**config.mk**
```make
export PLATFORM = sky130hd
export DESIGN_NAME = branch_resolve_unit
export DESIGN_NICKNAME = d
export VERILOG_FILES = /design/src/rtl/branch_resolve_unit.sv
export SDC_FILE = /design/constraint.sdc
export NUM_CORES = 1
export LEC_CHECK = 0
export BUFFER_PORTS_ARGS = -buffer_cell sky130_fd_sc_hd__buf_4
export CAP_MARGIN = 20
export CORE_MARGIN = 5
export CORE_UTILIZATION = 33
export CTS_CLUSTER_DIAMETER = 150
export DETAILED_ROUTE_END_ITERATION = 6
export SETUP_SLACK_MARGIN = 0.05
export SYNTH_ARGS = -nofsm -noshare
export SYNTH_HDL_FRONTEND = slang
export SYNTH_SLANG_ARGS = --single-unit
```
**constraint.sdc**
```tcl
create_clock -name clk -period 3.9 [get_ports clk]
set_input_delay 0.195 -clock clk [delete_from_list [all_inputs] [get_ports clk]]
set_output_delay 0.195 -clock clk [all_outputs]
set_load 0.01 [all_outputs]
```
**src/rtl/branch_resolve_unit.sv**
```systemverilog
// branch_resolve_unit
//   ID-stage branch/jump resolver. It latches the fetch-stage BTB prediction next
//   to the instruction entering ID. It then resolves the real outcome within the
//   same cycle and sends redirect, flush and BTB-training commands back to fetch.
//
// Ports
//   clk, reset            clock; synchronous active-high reset
//   pc_write              pipeline advance (0 = stall, ID registers hold)
//   if_pc, if_find_in_btb, if_btb_taken, if_pred_target
//                         fetch-side PC and BTB lookup result, captured into ID
//   id_is_branch, id_branch_ne, id_is_jump, id_rs_data, id_rt_data,
//   id_imm, id_jmp_index  decoded ID instruction and forwarded operands
//   pc_src                [0] take branch target, [1] take jump address
//   write_entry           BTB command: 000 none, 001 allocate, 010 train taken,
//                         011 fix target, 100 train not-taken
//   pc_plus4_plus_off     branch target of the ID instruction
//   jmp_addr              jump target of the ID instruction
//   pc_stage2             PC of the ID instruction
//   flush                 squash the IF/ID instruction on the next advancing edge
//   mispredict            the ID branch was mispredicted
//
// Optional build macro BRU_PERF_CNT_EN adds saturating performance counters
// br_count, mp_count and jmp_count (CNT_W bits each).

module branch_resolve_unit #(
  parameter int AW    = 32,
  parameter int CNT_W = 16
) (
  input  logic          clk,
  input  logic          reset,
  input  logic          pc_write,
  input  logic [AW-1:0] if_pc,
  input  logic          if_find_in_btb,
  input  logic          if_btb_taken,
  input  logic [AW-1:0] if_pred_target,
  input  logic          id_is_branch,
  input  logic          id_branch_ne,
  input  logic          id_is_jump,
  input  logic [AW-1:0] id_rs_data,
  input  logic [AW-1:0] id_rt_data,
  input  logic [15:0]   id_imm,
  input  logic [25:0]   id_jmp_index,
  output logic [1:0]    pc_src,
  output logic [2:0]    write_entry,
  output logic [AW-1:0] pc_plus4_plus_off,
  output logic [AW-1:0] jmp_addr,
  output logic [AW-1:0] pc_stage2,
  output logic          flush,
  output logic          mispredict
`ifdef BRU_PERF_CNT_EN
  ,
  output logic [CNT_W-1:0] br_count,
  output logic [CNT_W-1:0] mp_count,
  output logic [CNT_W-1:0] jmp_count
`endif
);

  // BTB command encodings as seen by fetch.
  localparam logic [2:0] WE_NONE     = 3'b000;
  localparam logic [2:0] WE_ALLOC    = 3'b001;
  localparam logic [2:0] WE_TRAIN_T  = 3'b010;
  localparam logic [2:0] WE_FIX_TGT  = 3'b011;
  localparam logic [2:0] WE_TRAIN_NT = 3'b100;

  // Resolution classes of the ID instruction.
  typedef enum logic [2:0] {
    RES_NONE,      // bubble, non-control instruction or correctly predicted branch
    RES_JUMP,      // unconditional jump, always redirected from ID
    RES_ALLOC,     // taken branch that missed in the BTB
    RES_FIX_TGT,   // taken as predicted, but the stored target is stale
    RES_TRAIN_NT,  // predicted taken, actually not taken
    RES_TRAIN_T    // predicted not-taken, actually taken
  } res_e;

  // ---------------------------------------------------------------------------
  // ID-side registers
  // ---------------------------------------------------------------------------
  logic [AW-1:0] id_pc_q,       id_pc_d;
  logic          id_found_q,    id_found_d;
  logic          id_taken_q,    id_taken_d;
  logic [AW-1:0] id_pred_tgt_q, id_pred_tgt_d;
  logic          id_valid_q,    id_valid_d;

  always_comb begin
    id_pc_d       = id_pc_q;
    id_found_d    = id_found_q;
    id_taken_d    = id_taken_q;
    id_pred_tgt_d = id_pred_tgt_q;
    id_valid_d    = id_valid_q;
    if (pc_write) begin
      id_pc_d       = if_pc;
      id_found_d    = if_find_in_btb;
      id_taken_d    = if_btb_taken;
      id_pred_tgt_d = if_pred_target;
      // The instruction squashed by a redirect enters ID as a bubble.
      id_valid_d    = ~flush;
    end
  end

  always_ff @(posedge clk) begin
    if (reset) begin
      id_pc_q       <= '0;
      id_found_q    <= 1'b0;
      id_taken_q    <= 1'b0;
      id_pred_tgt_q <= '0;
      id_valid_q    <= 1'b0;
    end else begin
      id_pc_q       <= id_pc_d;
      id_found_q    <= id_found_d;
      id_taken_q    <= id_taken_d;
      id_pred_tgt_q <= id_pred_tgt_d;
      id_valid_q    <= id_valid_d;
    end
  end

  // ---------------------------------------------------------------------------
  // Target arithmetic (modulo 2^AW)
  // ---------------------------------------------------------------------------
  logic [AW-1:0] pc_plus4;
  logic [AW-1:0] br_off;

  assign pc_plus4          = id_pc_q + AW'(4);
  // Word offset: sign-extend the 16-bit immediate and scale it to bytes.
  assign br_off            = {{(AW-18){id_imm[15]}}, id_imm, 2'b00};
  assign pc_plus4_plus_off = pc_plus4 + br_off;
  // The jump keeps the region bits of the sequential PC above the 28-bit index span.
  assign jmp_addr          = {pc_plus4[AW-1:28], id_jmp_index, 2'b00};
  assign pc_stage2         = id_pc_q;

  // ---------------------------------------------------------------------------
  // Outcome classification
  // ---------------------------------------------------------------------------
  logic actual_taken;
  logic tgt_match;
  logic is_jump_v;
  logic is_branch_v;
  res_e res;

  assign actual_taken = (id_rs_data == id_rt_data) ^ id_branch_ne;
  assign tgt_match    = (id_pred_tgt_q == pc_plus4_plus_off);
  // If branch and jump are both decoded, the jump takes priority.
  assign is_jump_v    = id_valid_q & id_is_jump;
  assign is_branch_v  = id_valid_q & id_is_branch & ~id_is_jump;

  always_comb begin
    res = RES_NONE;
    if (is_jump_v) begin
      res = RES_JUMP;
    end else if (is_branch_v) begin
      if (!id_found_q) begin
        if (actual_taken) res = RES_ALLOC;
      end else if (id_taken_q) begin
        if (!actual_taken)   res = RES_TRAIN_NT;
        else if (!tgt_match) res = RES_FIX_TGT;
      end else begin
        if (actual_taken) res = RES_TRAIN_T;
      end
    end
  end

  // ---------------------------------------------------------------------------
  // Command decode
  // ---------------------------------------------------------------------------
  always_comb begin
    pc_src      = 2'b00;
    write_entry = WE_NONE;
    flush       = 1'b0;
    mispredict  = 1'b0;
    unique case (res)
      RES_JUMP: begin
        pc_src = 2'b10;
        flush  = 1'b1;
      end
      RES_ALLOC: begin
        pc_src      = 2'b01;
        write_entry = WE_ALLOC;
        flush       = 1'b1;
        mispredict  = 1'b1;
      end
      RES_FIX_TGT: begin
        pc_src      = 2'b01;
        write_entry = WE_FIX_TGT;
        flush       = 1'b1;
        mispredict  = 1'b1;
      end
      RES_TRAIN_NT: begin
        // Fetch rebuilds the fall-through PC from pc_stage2, so pc_src stays 00.
        write_entry = WE_TRAIN_NT;
        flush       = 1'b1;
        mispredict  = 1'b1;
      end
      RES_TRAIN_T: begin
        pc_src      = 2'b01;
        write_entry = WE_TRAIN_T;
        flush       = 1'b1;
        mispredict  = 1'b1;
      end
      default: ;
    endcase
  end

`ifdef BRU_PERF_CNT_EN
  // ---------------------------------------------------------------------------
  // Saturating performance counters; they count only on advancing edges, so
  // stalled cycles never count an event twice.
  // ---------------------------------------------------------------------------
  logic [CNT_W-1:0] br_cnt_q,  br_cnt_d;
  logic [CNT_W-1:0] mp_cnt_q,  mp_cnt_d;
  logic [CNT_W-1:0] jmp_cnt_q, jmp_cnt_d;

  always_comb begin
    br_cnt_d  = br_cnt_q;
    mp_cnt_d  = mp_cnt_q;
    jmp_cnt_d = jmp_cnt_q;
    if (pc_write) begin
      if (is_branch_v && !(&br_cnt_q))  br_cnt_d  = br_cnt_q + CNT_W'(1);
      if (mispredict  && !(&mp_cnt_q))  mp_cnt_d  = mp_cnt_q + CNT_W'(1);
      if (is_jump_v   && !(&jmp_cnt_q)) jmp_cnt_d = jmp_cnt_q + CNT_W'(1);
    end
  end

  always_ff @(posedge clk) begin
    if (reset) begin
      br_cnt_q  <= '0;
      mp_cnt_q  <= '0;
      jmp_cnt_q <= '0;
    end else begin
      br_cnt_q  <= br_cnt_d;
      mp_cnt_q  <= mp_cnt_d;
      jmp_cnt_q <= jmp_cnt_d;
    end
  end

  assign br_count  = br_cnt_q;
  assign mp_count  = mp_cnt_q;
  assign jmp_count = jmp_cnt_q;
`endif

endmodule

```
==> results of run 1 <==
[cell type report]
cell class	count	share of cell area (%)
clock buffer	9	2.13
clock inverter	7	0.709
multi-input combinational	593	49.1
timing repair buffer	439	31.9
sequential	67	12.9
inverter	14	0.544
tap	234	2.77
[kinds of logic after synthesis]
logic type | share of synthesized area, %
other cells | 0.0599
xor+xnor | 19.4
buf+inv | 7.47
fa+ha+maj | 7.51
simple gates | 19.1
mux | 11.5
compound gates | 13.5
flops | 21.4
[registers in the layout (all words and copies together) (netlist names)]
register,cells
id_found_q,1
id_pred_tgt_q,32
id_taken_q,1
id_valid_q,1
pc_stage2,32
[layer usage]
| metal | wire length [um] | GRT usage (%) | share of wire (%) | vias to the layer above |
|---|---|---|---|---|
| met2 | 11400 | 35.2 | 49 | 231 |
| li1 | - | - | - | 3339 |
| met1 | 9600 | 25.6 | 41 | 3105 |
| met5 | 0 | 0 | 0 | - |
| met4 | 503 | 6.06 | 2.2 | 0 |
| met3 | 1650 | 5.12 | 7.1 | 28 |
[synth_stat cells (all sizes together) (4+ instances only)]
library cell,n
ha,36
o21a,12
dfxtp,67
inv,14
a211oi,5
xnor3,11
a21oi,37
o21ai,22
buf,45
nand2,50
o211ai,5
or2,4
nor2,102
nand3,23
mux2i,68
xor2,30
xnor2,77
clkbuf,19
a211o,4
and3,9
nor4,7
nand4,27
nor3,8
[power by group]
part | internal (mW) | total [mW] | switching (mW)
Clock | 0.498 | 0.840 | 0.342
Combinational | 0.759 | 1.37 | 0.607
Sequential | 0.726 | 0.762 | 0.0359
[worst paths after layout]
kind                      endpoint  slack, ps  cells after the start
hold / removal    id_pred_tgt_q[4]         80                      3
setup / recovery             flush      -1170                     22
setup reg to reg        id_valid_q       -760                     22
hold reg to reg   id_pred_tgt_q[6]        500                      2
[what timing repair did]
| action | 4_1_cts | 5_1_grt |
|---|---|---|
| hold endpoints to repair | 0 | 0 |
| gates resized for setup | 53 | 76 |
| setup endpoints to repair | 10 | 13 |
| hold buffers | 0 | 0 |
| setup buffers | 8 | 15 |
| pin swaps | 18 | 17 |
[metrics by stage]
stage | utilization (%) | instance area, sq um
5_1_grt | 56.6 | 10600
3_3_place_gp | 50.2 | 9390
6_report | 56.6 | 10600
3_5_place_dp | 50.2 | 9390
4_1_cts | 53.6 | 10000
2_1_floorplan | - | 6390
[worst register-to-register path: stages, from the launching register on]
cell and delay (ps):
dfxtp_4 340, nand4_1 120, nor2_1 170, and3_4 220, and3_4 210, buf_6 120
nand3_4 90, xnor2_4 170, ha_4 300, nand4_4 100, or3_1 360, o32ai_2 130
a211oi_2 50, buf_4 170, o21bai_4 180, xnor2_2 110, or4_4 520, nor4_4 260
buf_4 160, nand4_1 160, o211a_4 230, buf_4 140, o41ai_2 250
==> summary.md, run 1 <==
| Metric | Value |
|---|---|
| CP required | `3700 ps` |
| Clock Skew | `10.6 ps` |
| Worst VDD drop | `0.000187 V` |
| TritonCTS clock tree | `built` |
| CP max FO | `3` |
| Synth area leader | `dfxtp_1` |
| Mapped Cells | `737` |
| Share of cells above drive strength 1 | `51.9%` |
| Post-DR wirelength/cell | `17.0 um` |
| Mapped cell area | `0.00626 sq mm` |
| CTS root buf | `clkbuf_16` |
| Vias per inst | `4.92` |
| DP Worst Slack | `-928 ps` |
| Ys Warns | `0` |
| Max-slew violations | `0` |
| Static Leakage | `5.04 nW` |
| Max Clock Freq | `197 MHz` |
| CTS sink count | `67` |
| Crit path kind | `register to primary output` |
| Storage cell area | `0.00137 sq mm` |
| CTS H-tree lvls | `3` |
| Multi-input logic area | `0.00519 sq mm` |
| DRC violations left | `0` |
| CP max stage delay | `520 ps` |
| Clk Latency, worst-skew pair | `350 ps` |
| RSZ-0062 raised after global routing | `yes` |
| CP max-delay cell | `or4_4` |
| Max Root-Sink Buffers | `2` |
| Fin crit share | `130%` |
| Final RePlAce weighted congestion | `0.897` |
| Vias in the first global route | `6739` |
| CP bufs+invs | `4` |
| MaxCap Viol Count | `0` |
| Worst-Margin Slew | `873 ps` |
| All-Layer GR Usage | `20.6%` |
| Tot Pwr | `2.97 mW` |
| Die Y | `148 um` |
| First-pass GRT wire length | `35400 um` |
| Layout Nets | `1339` |
| Die Area | `0.0218 sq mm` |
| First DRT Iteration DRCs | `366` |
| Cts bufs inserted | `9` |
| Hold Fails Final Rpt | `0` |
| Non-Filler Instances | `1363` |
| Chip Width | `148 um` |
| Ports | `281` |
| Area Overhead vs Synth | `69.0%` |
| Congestion Overflow GR | `0` |
| Critical Path Start | `pc_stage2[10]` |
| Hold Path Origin | `if_pred_target[4]` |
| Worst Hold Class | `primary input to register` |
| Avg Inst Size Synth | `8.50 sq um` |
| CTS clk-pin slew, worst paths | `70 ps` |
| Top_reg_cell synth | `dfxtp_1` |
| Sequential area share after synthesis | `21.4%` |
| Final setup viols | `7` |
| Initial antenna violation count | `0` |
| Placed Cells | `1325` |
| TritonRoute pass-1 iters | `5` |
| Worst Setup End Kind | `primary output` |
| Cell Pwr Density | `280 mW/mm^2` |
| Async set-or-reset flop fraction in the synthesized netlist | `0%` |
| Commonest cells after routing, fill and taps aside | `421 x buf_4, 95 x nor2_1, 68 x mux2i_1` |
| Final setup TNS | `-6300 ps` |
| Starting Density | `33.5%` |
| Synth Register Bits | `67` |
| CP delay by family, top | `simple AND/OR/NAND/NOR gates` |
| Startpoint types | `register` |
| Row count | `50` |
| FILL cells | `1713` |
| Most common cell after layout, fill and taps aside | `buf_4` |
| Area contributors post-synth | `dfxtp_1 21%, mux2i_1 11%, xnor2_1 11%, ha_1 7.2%, nor2_1 6.1%` |
| Post-route ant nets | `0` |
| EDFF count, synth | `0` |
| Area of the core | `0.0187 sq mm` |
| CP Cell Sequence | `nand4_1, nor2_1, and3_4, and3_4, buf_6, nand3_4, xnor2_4, ha_4, nand4_4, or3_1, o32ai_2, a211oi_2, buf_4, o21bai_4, xnor2_2, or4_4, nor4_4, buf_4, nand4_1, o211a_4, or2_1, buf_6` |
| Final hold slack | `75.5 ps` |
| Port Buffer Count | `226` |
| Failing checks | `negative setup slack` |
| Unique cell type count in the Yosys netlist | `81` |
| DP HPWL | `19100 um` |
| Vias | `6703` |
| Final WL | `23200 um` |
| Final WS setup | `-1170 ps` |
| Crit path arrival time | `4880 ps` |
| Number of diodes | `0` |
| Post-synth top area share | `21.4%` |
| Relative slew slack | `41.8%` |
| Status | `finished with violations` |
| Final min period | `5070 ps` |
| Worst reg2reg startpoint | `pc_stage2[10]` |
| Largest net degree at the start of global routing | `69` |
Power figures use the tool's default switching activity.
==> run 2, diff against run 1 <==
--- a/config.mk
+++ b/config.mk
@@ -12,6 +12,7 @@
 export CTS_CLUSTER_DIAMETER = 150
 export DETAILED_ROUTE_END_ITERATION = 6
 export SETUP_SLACK_MARGIN = 0.05
+export SKIP_LAST_GASP = 1
 export SYNTH_ARGS = -nofsm -noshare
 export SYNTH_HDL_FRONTEND = slang
 export SYNTH_SLANG_ARGS = --single-unit
==> constraint.sdc (replaced) <==
create_clock -name clk -period 5.29 [get_ports clk]
set_input_delay 0.2645 -clock clk [delete_from_list [all_inputs] [get_ports clk]]
set_output_delay 0.2645 -clock clk [all_outputs]
set_load 0.01 [all_outputs]
==> run 2 against run 1 <==
Effect of this change: sequential cell count unchanged; critical path type unchanged; worst hold slack better by 69 ps; sequential share of layout area is 2.2 points higher; clock-buffer cell count unchanged; sequential power down 25%; via count shrank 11%; cell area is 15% lower; combinational power decreased by 41%; global-route usage decreased by 1.3 points; register-to-register slack gained 1500 ps; the run now ends clean; critical endpoint unchanged.
==> summary.md, run 2 (synthesis results as in run 1) <==
| Metric | Value |
|---|---|
| Final RePlAce weighted congestion | `0.953 (+6.2%)` |
| Post-route ant nets | `0 (unchanged)` |
| Worst reg2reg endpoint | `id_valid_q` |
| Starting Density | `33.5% (unchanged)` |
| CTS sink count | `67 (unchanged)` |
| Worst reg2reg startpoint | `pc_stage2[11]` |
| Max Root-Sink Buffers | `2 (unchanged)` |
| All-Layer GR Usage | `19.2% (-1.3 points)` |
| Commonest cells after routing, fill and taps aside | `272 x buf_4, 95 x nor2_1, 72 x xnor2_1` |
| First-pass GRT wire length | `33100 um (-6.5%)` |
| Clock Skew | `9.87 ps (-0.750 ps)` |
| Max Clock Freq | `197 MHz` |
| Layout Nets | `1173 (-12%)` |
| Worst Setup End Kind | `primary output` |
| Worst VDD drop | `0.000147 V (-21%)` |
| Cell Pwr Density | `232 mW/mm^2 (-17%)` |
| Critical path's most frequent cell | `buf_4` |
| Final WL | `21800 um (-6.0%)` |
| Switching power | `0.670 mW (-32%)` |
| CTS H-tree lvls | `3 (unchanged)` |
| Utilization after layout | `47.8% (-8.8 points)` |
| Relative slew slack | `49.3% (+7.5 points)` |
| Die Area | `0.0218 sq mm (unchanged)` |
| Flop2flop setup slack | `710 ps (+1470 ps)` |
| Hold path endpoint | `pc_stage2[27]` |
| Final min period | `5070 ps` |
| Fin crit share | `95.9%` |
| Hold Fails Final Rpt | `0 (unchanged)` |
| Die Y | `148 um (unchanged)` |
| Most common cell after layout, fill and taps aside | `buf_4` |
| Worst Hold Class | `primary input to register` |
| CTS clk-pin slew, worst paths | `60 ps (about the same)` |
| DRC violations left | `0 (unchanged)` |
| Crit path kind | `register to primary output` |
| CP max-delay cell | `or4_4` |
| Combinational fraction of design power | `38.6% (-7.4 points)` |
| Hold Path Origin | `if_pc[27]` |
| Vias per inst | `5.01 (+1.8%)` |
| Storage cell area | `0.00135 sq mm (-1.2%)` |
| Worst reg2reg path depth | `23 (+4.5%)` |
| Vias | `5986 (-11%)` |
| Crit path arrival time | `4810 ps (-70 ps)` |
| Hold Path Cell Cnt | `3 (unchanged)` |
| CTS root buf | `clkbuf_16` |
| FILL cells | `1812 (+5.8%)` |
| Final setup TNS | `0 ps (+6300 ps)` |
| Max-slew violations | `0 (unchanged)` |
| Multi-input logic area | `0.00486 sq mm (-6.5%)` |
| CP max stage delay | `560 ps (+40 ps)` |
| Share of cells above drive strength 1 | `40.3% (-12 points)` |
| TritonRoute pass-1 iters | `4 (-1)` |
| Row count | `50 (unchanged)` |
| Placed Cells | `1160 (-12%)` |
| First DRT Iteration DRCs | `269 (-27%)` |
| Final hold slack | `145 ps (+69.2 ps)` |
| TritonCTS clock tree | `built` |
| Non-Filler Instances | `1196 (-12%)` |
| Number of diodes | `0 (unchanged)` |
| Area of the core | `0.0187 sq mm (unchanged)` |
| Cts bufs inserted | `9 (unchanged)` |
| Part of the power in the clock network | `34.1% (+5.8 points)` |
| MaxCap Viol Count | `0 (unchanged)` |
| CP max FO | `3 (unchanged)` |
| P_int | `1.41 mW (-29%)` |
| Chip Width | `148 um (unchanged)` |
| Reg power frac | `27.4% (+1.7 points)` |
| Vias in the first global route | `6027 (-11%)` |
| Congestion Overflow GR | `0 (unchanged)` |
| Status | `finished, final reports clean` |
| CP Cell Sequence | `inv_1, nor2_2, and3_4, and3_4, nand2_4, nor2_4, buf_6, xor2_4, ha_4, nand4_4, or3_1, o32ai_2, a211oi_2, buf_4, o21bai_4, xnor2_2, or4_4, nor4_4, buf_4, nand4_1, o211a_2, or2_1, buf_4` |
| Static Leakage | `4.13 nW (-18%)` |
| Ports | `281 (unchanged)` |
| Startpoint types | `register` |
| Largest net degree at the start of global routing | `69 (unchanged)` |
| Post-DR wirelength/cell | `18.2 um (+7.1%)` |
| Port Buffer Count | `226 (unchanged)` |
| Final setup viols | `0 (-7)` |
| Area Overhead vs Synth | `42.8%` |
| RSZ-0062 raised after global routing | `yes` |
| Initial antenna violation count | `0 (unchanged)` |
| Sw frac | `32.2% (-0.97 points)` |
| Clk Latency, worst-skew pair | `350 ps (about the same)` |
| DP HPWL | `17900 um (-6.3%)` |
| Worst-Margin Slew | `761 ps (-112 ps)` |
| CP required | `5030 ps (+1330 ps)` |
[run 2: worst max-delay path by stage]
stage	start	endpoint
global placement	pc_stage2[6]	flush
detailed placement	pc_stage2[6]	flush
floorplan	pc_stage2[4]	flush
finish	pc_stage2[11]	flush
CTS	pc_stage2[9]	flush
global route	pc_stage2[10]	flush
[run 2: power by group through the flow]
stage	logic [mW]	clock network, mW	registers (mW)
after floorplan	0.455	0	0.579
after detailed placement	0.752	0	0.578
after global placement	0.750	0	0.577
after CTS	0.766	0.725	0.567
final	0.802	0.708	0.569
after global routing	0.870	0.750	0.574
[run 2: stage by stage]
stage          cell area (sq um)  setup WS, ps  total power, mW
5_1_grt                     8940         -63.8             2.19
3_5_place_dp                8040           242             1.33
6_report                    8940           217             2.08
4_1_cts                     8500          60.4             2.06
2_1_floorplan               6270           671             1.03
3_3_place_gp                8040           322             1.33
[run 2: area by class of cell]
| class | instances | area share (%) |
|---|---|---|
| Sequential cell | 67 | 15.1 |
| Multi-Input combinational cell | 593 | 54.3 |
| Timing Repair Buffer | 273 | 23.0 |
| Clock buffer | 9 | 2.52 |
| Inverter | 14 | 0.587 |
| Tap cell | 234 | 3.27 |
| Clock inverter | 6 | 1.29 |
[run 2: timing repair]
| action | in CTS | in global routing |
|---|---|---|
| buffers inserted | 9 | 12 |
| hold buffers | 0 | 0 |
| gates cloned | 0 | 0 |
| gates resized for setup | 17 | 72 |
| setup endpoints to repair | 5 | 5 |
| pin swaps | 11 | 32 |
[run 2: routing by layer]
metal / GRT usage [%] / part of all wire (%)
met4: 6.38 / 1.7
met5: 0 / 0
met1: 22.9 / 41
met3: 5.18 / 7.2
met2: 33.6 / 50
[run 2: critical path, delay by kind of cell (launching register included)]
kind,cells,cell delay [ps]
adder cells (fa/ha/maj),1,300
XOR/XNOR,2,150
AND/OR/NAND/NOR,11,2360
AO/OA/AOI/OAI,4,540
flip-flops,1,360
buffers and inverters,5,750
